File: src/rtl/demux_sched_pkg.sv
// demux_sched_pkg
//   Shared constants and the FSM state type for the round-robin demux scheduler.
//   N_LANES : number of demux output lanes / requesters
//   SEL_W   : width of the demux select
package demux_sched_pkg;

    localparam int N_LANES = 4;
    localparam int SEL_W   = 2;

    typedef enum logic [1:0] {
        S_IDLE   = 2'd0,
        S_ACTIVE = 2'd1,
        S_GAP    = 2'd2
    } state_t;

endpackage

File: src/rtl/rr_pick4.sv
// rr_pick4
//   Combinational round-robin picker over four requesters.
//   Searches last+1, last+2, last+3, last (mod 4) and returns the first set bit.
//   req   : request vector, bit i = lane i
//   last  : lane served most recently
//   idx   : selected lane (0 when nothing is requested)
//   valid : high when any request bit is set
module rr_pick4
    import demux_sched_pkg::*;
(
    input  logic [N_LANES-1:0] req,
    input  logic [SEL_W-1:0]   last,
    output logic [SEL_W-1:0]   idx,
    output logic               valid
);

    logic [SEL_W-1:0] w_cand;

    always_comb begin
        idx    = '0;
        valid  = 1'b0;
        w_cand = '0;
        // k = N_LANES wraps back to 'last' itself, so the previously served
        // lane is considered only after every other lane.
        for (int k = 1; k <= N_LANES; k++) begin
            w_cand = last + SEL_W'(k);
            if (!valid && req[w_cand]) begin
                idx   = w_cand;
                valid = 1'b1;
            end
        end
    end

endmodule

File: src/rtl/demux_rr_sched.sv
// demux_rr_sched
//   Round-robin scheduler driving a 1-to-4 demux. Each grant produces an enable
//   burst of HOLD_CYCLES followed by GAP_CYCLES guard cycles (sel/grant held,
//   enable low), then one IDLE cycle that pulses done and re-arbitrates.
//   clk    : clock, rising edge
//   reset  : asynchronous, active-high
//   req    : level-sensitive request per lane (0=A 1=B 2=C 3=D)
//   sel    : demux select (registered)
//   enable : demux enable (registered)
//   grant  : one-hot lane being served in ACTIVE or GAP (registered)
//   busy   : high in ACTIVE or GAP
//   done   : one-cycle pulse on return to IDLE after a service
module demux_rr_sched
    import demux_sched_pkg::*;
#(
    parameter int HOLD_CYCLES = 4,
    parameter int GAP_CYCLES  = 1
) (
    input  logic               clk,
    input  logic               reset,
    input  logic [N_LANES-1:0] req,
    output logic [SEL_W-1:0]   sel,
    output logic               enable,
    output logic [N_LANES-1:0] grant,
    output logic               busy,
    output logic               done
);

    localparam int CNT_HI = (HOLD_CYCLES > GAP_CYCLES) ? HOLD_CYCLES : GAP_CYCLES;
    localparam int CNT_W  = $clog2((CNT_HI > 2) ? CNT_HI : 2);
    localparam bit HAS_GAP = (GAP_CYCLES > 0);
    localparam logic [CNT_W-1:0] HOLD_LAST = CNT_W'(HOLD_CYCLES - 1);
    localparam logic [CNT_W-1:0] GAP_LAST  = CNT_W'(HAS_GAP ? GAP_CYCLES - 1 : 0);

    state_t             r_state, w_state;
    logic [CNT_W-1:0]   r_cnt,   w_cnt;
    logic [SEL_W-1:0]   r_last,  w_last;
    logic [SEL_W-1:0]   r_sel,   w_sel;
    logic               r_en,    w_en;
    logic [N_LANES-1:0] r_grant, w_grant;
    logic               r_busy,  w_busy;
    logic               r_done,  w_done;

    logic [SEL_W-1:0]   w_idx;
    logic               w_valid;

    rr_pick4 u_pick (
        .req   (req),
        .last  (r_last),
        .idx   (w_idx),
        .valid (w_valid)
    );

    always_ff @(posedge clk or posedge reset) begin
        if (reset) begin
            r_state <= S_IDLE;
            r_cnt   <= '0;
            r_last  <= SEL_W'(N_LANES - 1);  // lane 0 wins first after reset
            r_sel   <= '0;
            r_en    <= 1'b0;
            r_grant <= '0;
            r_busy  <= 1'b0;
            r_done  <= 1'b0;
        end else begin
            r_state <= w_state;
            r_cnt   <= w_cnt;
            r_last  <= w_last;
            r_sel   <= w_sel;
            r_en    <= w_en;
            r_grant <= w_grant;
            r_busy  <= w_busy;
            r_done  <= w_done;
        end
    end

    always_comb begin
        w_state = r_state;
        w_cnt   = r_cnt;
        w_last  = r_last;
        w_sel   = r_sel;
        w_en    = r_en;
        w_grant = r_grant;
        w_busy  = r_busy;
        w_done  = 1'b0;

        case (r_state)
            S_IDLE: begin
                if (w_valid) begin
                    w_sel          = w_idx;
                    w_grant        = '0;
                    w_grant[w_idx] = 1'b1;
                    w_en           = 1'b1;
                    w_busy         = 1'b1;
                    w_cnt          = '0;
                    w_state        = S_ACTIVE;
                end else begin
                    w_en    = 1'b0;
                    w_grant = '0;
                end
            end
            S_ACTIVE: begin
                if (r_cnt == HOLD_LAST) begin
                    w_en  = 1'b0;
                    w_cnt = '0;
                    if (HAS_GAP) begin
                        w_state = S_GAP;
                    end else begin
                        w_state = S_IDLE;
                        w_last  = r_sel;
                        w_grant = '0;
                        w_busy  = 1'b0;
                        w_done  = 1'b1;
                    end
                end else begin
                    w_cnt = r_cnt + CNT_W'(1);
                end
            end
            S_GAP: begin
                w_en = 1'b0;
                if (r_cnt == GAP_LAST) begin
                    w_cnt   = '0;
                    w_state = S_IDLE;
                    w_last  = r_sel;
                    w_grant = '0;
                    w_busy  = 1'b0;
                    w_done  = 1'b1;
                end else begin
                    w_cnt = r_cnt + CNT_W'(1);
                end
            end
            default: begin
                w_state = S_IDLE;
                w_en    = 1'b0;
                w_grant = '0;
                w_busy  = 1'b0;
            end
        endcase
    end

    assign sel    = r_sel;
    assign enable = r_en;
    assign grant  = r_grant;
    assign busy   = r_busy;
    assign done   = r_done;

endmodule

File: config.mk
export PLATFORM = sky130hd
export DESIGN_NAME = demux_rr_sched
export DESIGN_NICKNAME = d
export VERILOG_FILES = /design/src/rtl/demux_sched_pkg.sv /design/src/rtl/rr_pick4.sv /design/src/rtl/demux_rr_sched.sv
export SDC_FILE = /design/constraint.sdc
export NUM_CORES = 1
export LEC_CHECK = 0
export CAP_MARGIN = 20
export CORE_ASPECT_RATIO = 0.9
export CORE_UTILIZATION = 46
export CTS_CLUSTER_SIZE = 16
export DETAILED_ROUTE_END_ITERATION = 7
export PLACE_DENSITY = 0.77
export RECOVER_POWER = 100
export SYNTH_ARGS = -nofsm -noshare
export SYNTH_HDL_FRONTEND = slang
export SYNTH_HIERARCHICAL = 1
export SYNTH_SLANG_ARGS = --single-unit
File: constraint.sdc
create_clock -name clk -period 1.5 [get_ports clk]
set_input_delay 0.3 -clock clk [delete_from_list [all_inputs] [get_ports clk]]
set_output_delay 0.3 -clock clk [all_outputs]
set_load 0.02 [all_outputs]
==> results of run 1 <==
## power groups by stage
stage	logic, uW	clock network (uW)	registers (uW)
after global placement	1390	0	749
after floorplan	756	0	861
final	1660	239	741
after CTS	1430	237	741
after detailed placement	1440	0	757
after global routing	1820	255	761
## critical path: cells and delay by family (launching register included)
| kind | cells | cell delay [ns] |
|---|---|---|
| AOI/OAI and AO/OA | 1 | 0.35 |
| DFF | 1 | 0.40 |
| and+or+nand+nor | 2 | 0.44 |
| buffers and inverters | 1 | 0.09 |
| adders and majority gates | 1 | 0.19 |
## flip-flops by register name, indices dropped and copies added, names as in the netlist
name,cells
busy,1
r_last,2
r_cnt,2
done,1
r_state,2
grant,4
enable,1
sel,2
## stage by stage
step | utilization, % | hold WS [ns] | power [uW] | TNS (ns)
5_1_grt | 74.6 | 0.512 | 2830 | -0.742
4_1_cts | 69.8 | 0.304 | 2410 | -0.0961
6_report | 74.6 | 0.498 | 2640 | -0.274
2_1_floorplan | - | 0.200 | 1620 | 0
3_3_place_gp | 67.1 | 0.470 | 2140 | -2.33
3_5_place_dp | 67.1 | 0.480 | 2190 | -2.58
## cell type report
class / count / share of cell area [%]
repair buffers: 34 / 21.8
clock inverters: 1 / 0.391
clock buffers: 3 / 1.76
multi-input cells: 61 / 41.8
well taps: 24 / 2.35
inverters: 8 / 2.35
flip-flops and latches: 15 / 29.5
## per-layer routing
metal	routed length [um]	vias to the layer above
met1	916	393
met5	0	-
met2	1060	21
met4	34	0
li1	-	373
met3	61	4
## repair_timing
action,in CTS,in global routing
setup endpoints to repair,14,9
pin swaps,1,5
setup buffers,1,3
resized for setup,13,15
## Yosys cell counts
| cell | instances | area share, % |
|---|---|---|
| mux2_2 | 3 | 3.9 |
| a31oi_1 | 2 | 1.4 |
| nor2_1 | 3 | 1.3 |
| nand2b_1 | 4 | 2.9 |
| o221ai_2 | 1 | 1.7 |
| a22o_2 | 2 | 2.3 |
| mux2i_1 | 2 | 2.3 |
| nand2_1 | 11 | 4.8 |
| o32a_2 | 1 | 1.3 |
| inv_1 | 8 | 3.5 |
| a21oi_2 | 1 | 1.0 |
| o2bb2ai_1 | 1 | 1.0 |
| o21ai_0 | 6 | 3.5 |
| nor3b_1 | 2 | 1.7 |
| nand3_1 | 2 | 1.2 |
| dfrtp_1 | 13 | 37 |
| a21oi_1 | 2 | 1.2 |
| or2_4 | 1 | 1.0 |
| nor3_1 | 2 | 1.2 |
| nor2b_1 | 1 | 0.72 |
| nor2b_4 | 1 | 1.6 |
| dfstp_2 | 2 | 6.1 |
| and2b_1 | 2 | 1.7 |
| a21o_1 | 1 | 0.86 |
| buf_6 | 1 | 1.3 |
| ha_1 | 7 | 10 |
| o41ai_1 | 2 | 2.0 |
| o22a_2 | 1 | 1.2 |
## worst paths after layout
path	from	end	slack, ns
max	r_state[0]	grant[0]	-0.08
min	busy	busy	0.50
max reg2reg	r_state[0]	grant[0]	-0.08
min reg2reg	busy	busy	0.50
max in group asynchronous	reset	r_state[1]	0.37
min in group asynchronous	reset	enable	0.64
## cell families (layout without fill, tap and decap cells)
kind of cell | after synthesis | in the layout | synth area share [%]
fa+ha+maj | 7 | 7 | 10.1
compound gates | 20 | 20 | 17.4
buf+inv | 9 | 46 | 4.76
mux | 5 | 5 | 6.20
simple gates | 29 | 29 | 18.0
flops | 15 | 15 | 43.5
==> metrics.md, run 1 <==
| Metric | Value |
|---|---|
| Most common cell after layout, fill and taps aside | `buf_4` |
| GRT busiest layer | `met2` |
| Hold Fails Final Rpt | `0` |
| Design area | `1280 sq um` |
| Vias in the first global route | `773` |
| Net switching power | `between 1000 and 1500 uW` |
| Post-Synthesis Cells | `85` |
| Multi-input gate area | `536 sq um` |
| Clock group share of total power | `under 10%` |
| Placed inst area | `between 1000 and 1500 sq um` |
| Sequential share of power | `between 20% and 30%` |
| Grt met3 use | `5.11%` |
| Mapped Area | `a little under 900 sq um` |
| Grt ovf | `0` |
| Final ANT Viol Nets | `0` |
| Most frequent cells in the layout | `buf_4 (16), dfrtp_1 (13), nand2_1 (9), dlygate4sd2_1 (9), inv_1 (7)` |
| Final GP Congestion | `a little over 0.8` |
| Io pins | `15` |
| Crit path max-delay cell type | `dfrtp_1` |
| Worst Reg-to-Reg Cells | `5` |
| Crit path capture type | `flip-flop` |
| Power Density | `between 2000 and 2500 nW/um^2` |
| Clock buffer depth | `2` |
| Drt wl/cell | `14.2 um` |
| Buffers added on ports | `14` |
| Setup WS post-layout | `-0.0834 ns` |
| CTS Hold Bufs | `0` |
| Place WS | `-0.404 ns` |
| Gr usage total | `between 20% and 30%` |
| DRC viols | `0` |
| Critical path required time | `1.69 ns` |
| Biggest cell delay along the critical path | `0.40 ns` |
| CP max FO | `6` |
| CTS root buf | `clkbuf_4` |
| Dpl cells | `~140` |
| Initial Utilization | `50.6%` |
| FF+latch count, synth | `15` |
| Htree depth | `1` |
| Crit path DAT | `~1.8 ns` |
| CTS tree | `done` |
| Yosys cell types | `28` |
| Syn avg cell area | `about 10 sq um` |
| Ant. Diodes | `0` |
| Initial antenna violation count | `0` |
| Final setup viols | `5` |
| Num rows | `14` |
| Final HPWL DP | `roughly 1400 um` |
| Failing checks | `setup timing` |
| Number of DRC markers in iteration 0 | `11` |
| Worst Tran Pin Value | `slightly below 0.8 ns` |
| P_int | `roughly 1500 uW` |
| Max Cap Viol | `0` |
| Chip width | `approximately 48 um` |
| Worst Skew | `slightly above 0.008 ns` |
| Unrepaired setup endpoints after global routing | `true` |
| Switch share | `~43%` |
| Placeable Area | `roughly 1700 sq um` |
| Num CTS Buffers | `3` |
| Fillcell total | `roughly 140` |
| Hold Path Cell Cnt | `1` |
| Slew Viols, Final | `0` |
| Area grow syn2layout | `47.4%` |
| Register area share after synthesis | `43.5%` |
| Fin crit period | `roughly 1.6 ns` |
| Vias after detailed routing | `a little under 800` |
| Layout cell share with drive strength beyond 1 | `41.0%` |
| Final WL | `2070 um` |
| Critical Path Start Type | `flip-flop` |
| First-pass GRT wire length | `3260 um` |
| CP Cell Sequence | `inv_1 -> ha_2 -> nor2b_4 -> or2_4 -> o41ai_4` |
| Worst Setup Path Type | `flip-flop to flip-flop` |
| Syn_nets | `98` |
| Chip height | `43.2 um` |
| Worst-path clk slew | `approximately 0.1 ns` |
| # clock sinks | `15` |
| Slew headroom | `between 40% and 50%` |
| Largest net degree at the start of global routing | `16` |
| HP Class | `flip-flop to flip-flop` |
| Clock latency on the worst-skew pair | `~0.29 ns` |
| Vias per cell | `between 5 and 6` |
| Met2 usage | `between 30 and 40%` |
| FF+latch area | `about 380 sq um` |
| Status | `finished with violations` |
| Max VDD drop | `between 0.0015 and 0.002 V` |
| Fmax | `between 600 and 700 MHz` |
| Pleak | `between 0.0006 and 0.0007 uW` |
| Die area | `approximately 2100 sq um` |
| Yosys warnings | `6` |
| Final cell count without fillers | `146` |
| Post-layout nets | `136` |
| Met1 GRT Util | `a little over a quarter` |
| Period utilisation layout | `106%` |
| DRT Pass-1 Iters | `4` |
| Comb power frac | `62.9%` |
(Power assumes the default switching activity.)
==> run 2, diff against run 1 <==
--- a/config.mk
+++ b/config.mk
@@ -10,6 +10,7 @@
 export CORE_UTILIZATION = 46
 export CTS_CLUSTER_SIZE = 16
 export DETAILED_ROUTE_END_ITERATION = 7
+export GPL_ROUTABILITY_DRIVEN = 0
 export PLACE_DENSITY = 0.77
 export RECOVER_POWER = 100
 export SYNTH_ARGS = -nofsm -noshare
==> results of run 2 <==
The final DEF is identical to that of run 1; final timing and power are the same.
==> run 3, diff against run 2 <==
--- a/config.mk
+++ b/config.mk
@@ -12,7 +12,7 @@
 export DETAILED_ROUTE_END_ITERATION = 7
 export GPL_ROUTABILITY_DRIVEN = 0
 export PLACE_DENSITY = 0.77
-export RECOVER_POWER = 100
+export RECOVER_POWER = 25
 export SYNTH_ARGS = -nofsm -noshare
 export SYNTH_HDL_FRONTEND = slang
 export SYNTH_HIERARCHICAL = 1
==> constraint.sdc (replaced) <==
create_clock -name clk -period 1.45 [get_ports clk]
set_input_delay 0.29 -clock clk [delete_from_list [all_inputs] [get_ports clk]]
set_output_delay 0.29 -clock clk [all_outputs]
set_load 0.02 [all_outputs]
==> run 3 against run 2 <==
The run still ends with setup timing left. Design area is 5.3% higher. Worst hold slack worse by 0.024 ns. Sequential share of layout area is 1.5 points lower. Non-clock buffer count is 4 higher. Wire length is 13% higher. Combinational power is 17% higher. Register-to-register slack worse by 0.06 ns. First-iteration DRC count stayed put. Final cell count is 2.7% higher. Sequential power is 5.5% higher. Clock skew is 0.0053 ns lower. Global-route usage is 1.5 points higher. Critical path type unchanged. Critical endpoint unchanged. Highest routed layer unchanged.
==> metrics.md, run 3 (same netlist as run 1, synthesis figures left out) <==
| Metric | Value |
|---|---|
| Critical path depth | `5 (unchanged)` |
| Most common cell after layout, fill and taps aside | `buf_4` |
| Final ANT Viol Nets | `0 (unchanged)` |
| DRC viols | `0 (unchanged)` |
| Fmax | `628 MHz (-0.55%)` |
| Clock latency on the worst-skew pair | `0.30 ns (about the same)` |
| Die area | `2070 sq um (unchanged)` |
| Final HPWL DP | `1410 um (+0.60%)` |
| Slew headroom | `44.5% (-3.2 points)` |
| Worst Setup Path Type | `flip-flop to flip-flop` |
| CTS root buf | `clkbuf_4` |
| # clock sinks | `15 (unchanged)` |
| Failing checks | `setup timing` |
| Initial Utilization | `50.6% (unchanged)` |
| Worst reg-to-reg setup slack | `-0.14 ns (-0.06 ns)` |
| Initial antenna violation count | `0 (unchanged)` |
| Slew Viols, Final | `0 (unchanged)` |
| Critical path required time | `1.64 ns (-0.05 ns)` |
| Largest net degree at the start of global routing | `16 (unchanged)` |
| Post-layout nets | `140 (+2.9%)` |
| Hold Slack | `0.474 ns (-0.0242 ns)` |
| Number of DRC markers in iteration 0 | `11 (unchanged)` |
| Worst-path clk slew | `0.09 ns (about the same)` |
| Pleak | `0.000669 uW (+4.6%)` |
| Worst Setup SP | `r_state[1]` |
| Grt ovf | `0 (unchanged)` |
| Crit path DAT | `1.78 ns (about the same)` |
| Unrepaired setup endpoints after global routing | `true` |
| Setup WS post-layout | `-0.142 ns (-0.0587 ns)` |
| Worst Skew | `0.00290 ns (-0.00528 ns)` |
| CP bufs+invs | `2 (+1)` |
| Max VDD drop | `0.00153 V (-11%)` |
| Place WS | `-0.453 ns (-0.0488 ns)` |
| Num CTS Buffers | `3 (unchanged)` |
| DRT Pass-1 Iters | `4 (unchanged)` |
| Vias in the first global route | `774 (+0.13%)` |
| Period utilisation layout | `110% (+4.2 points)` |
| Htree depth | `1 (unchanged)` |
| Delay-heaviest family, CP | `flip-flops` |
| Core Util, Final | `78.5% (+3.9 points)` |
| Clock buffer depth | `2 (unchanged)` |
| Final WL | `2340 um (+13%)` |
| First-pass GRT wire length | `3490 um (+7.2%)` |
| Final TNS setup | `-0.585 ns (-0.311 ns)` |
| Power Density | `2210 nW/um^2 (+7.4%)` |
| Crit path to | `grant[0]` |
| Vias per cell | `5.20 (-4.0%)` |
| Crit path capture type | `flip-flop` |
| Biggest cell delay along the critical path | `0.42 ns (+0.02 ns)` |
| Hold Fails Final Rpt | `0 (unchanged)` |
| Worst Tran Pin Value | `0.833 ns (+0.0474 ns)` |
| Chip width | `47.8 um (unchanged)` |
| CP Cell Sequence | `inv_2 -> ha_4 -> buf_4 -> or2_4 -> o41ai_2` |
| Area grow syn2layout | `55.2%` |
| Final setup viols | `6 (+1)` |
| Layout cell share with drive strength beyond 1 | `46.0% (+5.0 points)` |
| Vias after detailed routing | `780 (-1.4%)` |
| Num rows | `14 (unchanged)` |
| Buffers added on ports | `14 (unchanged)` |
| Chip height | `43.2 um (unchanged)` |
| Status | `finished with violations` |
| Gr usage total | `24.6% (+1.5 points)` |
| Placeable Area | `1720 sq um (unchanged)` |
| Io pins | `15 (unchanged)` |
| Ant. Diodes | `0 (unchanged)` |
| Crit path max-delay cell type | `dfrtp_1` |
| Reg-to-Reg End | `grant[0]` |
| Critical Path Start Type | `flip-flop` |
| Max Cap Viol | `0 (unchanged)` |
| HP Class | `flip-flop to flip-flop` |
| CTS Hold Bufs | `0 (unchanged)` |
| Reg2reg start | `r_state[1]` |
| Most frequent cells in the layout | `buf_4 (21), dfrtp_1 (13), dlygate4sd2_1 (10)` |
| Fin crit period | `1.59 ns (+0.00875 ns)` |
| CTS tree | `done` |
| Worst Reg-to-Reg Cells | `5 (unchanged)` |
| Drt wl/cell | `15.6 um (+9.9%)` |
| Number of flip-flops in the largest register | `4 (unchanged)` |
| CP max FO | `5 (-1)` |
[run 3: tightest hold or removal path, cell delays in order, from the launching register on]
cell and delay, ns:
dfrtp_1 0.35, nand2_1 0.04, o21ai_0 0.05
[run 3: cell type report]
| cell class | instances | area [sq um] |
|---|---|---|
| Sequential cell | 15 | 378 |
| Clock buffer | 4 | 26.3 |
| Inverter | 8 | 30.0 |
| Tap cell | 24 | 30.0 |
| Fill cell | 121 | 369 |
| Timing Repair Buffer | 38 | 314 |
| Multi-Input combinational cell | 61 | 569 |
[run 3: per-stage QoR]
step	power, uW	cells	area [sq um]
after floorplan	1680	85	880
after global placement	2310	141	1180
after detailed placement	2350	141	1180
after CTS	2760	149	1280
after global routing	3160	150	1350
final	2980	150	1350
[run 3: worst min path at each step]
| stage | startpoint | endpoint | cells after the start |
|---|---|---|---|
| 2_1_floorplan | reset | busy | 1 |
| 5_1_grt | grant[3] | grant[3] | 1 |
| 6_report | enable | enable | 2 |
| 3_3_place_gp | enable | enable | 2 |
| 4_1_cts | reset | r_state[1] | 3 |
| 3_5_place_dp | enable | enable | 2 |
[run 3: metal layers]
| layer | part of all wire (%) | wire (um) | GRT usage (%) | vias to the layer above |
|---|---|---|---|---|
| met4 | 2.1 | 49 | 7.22 | 0 |
| met3 | 4.1 | 95 | 6.81 | 5 |
| met2 | 48 | 1130 | 38.6 | 17 |
| met5 | 0 | 0 | 0 | - |
| li1 | - | - | - | 381 |
| met1 | 45 | 1060 | 32.2 | 377 |
[run 3: timing repair]
item,4_1_cts,5_1_grt
gates cloned,0,0
gates resized for setup,22,14
pin swaps,6,6
setup buffers,4,1
endpoints found under the setup margin,15,9
[run 3: power breakdown]
group / internal [uW] / switching (uW)
clock network: 108 / 152
logic: 990 / 951
registers: 628 / 154
total: 1730 / 1260
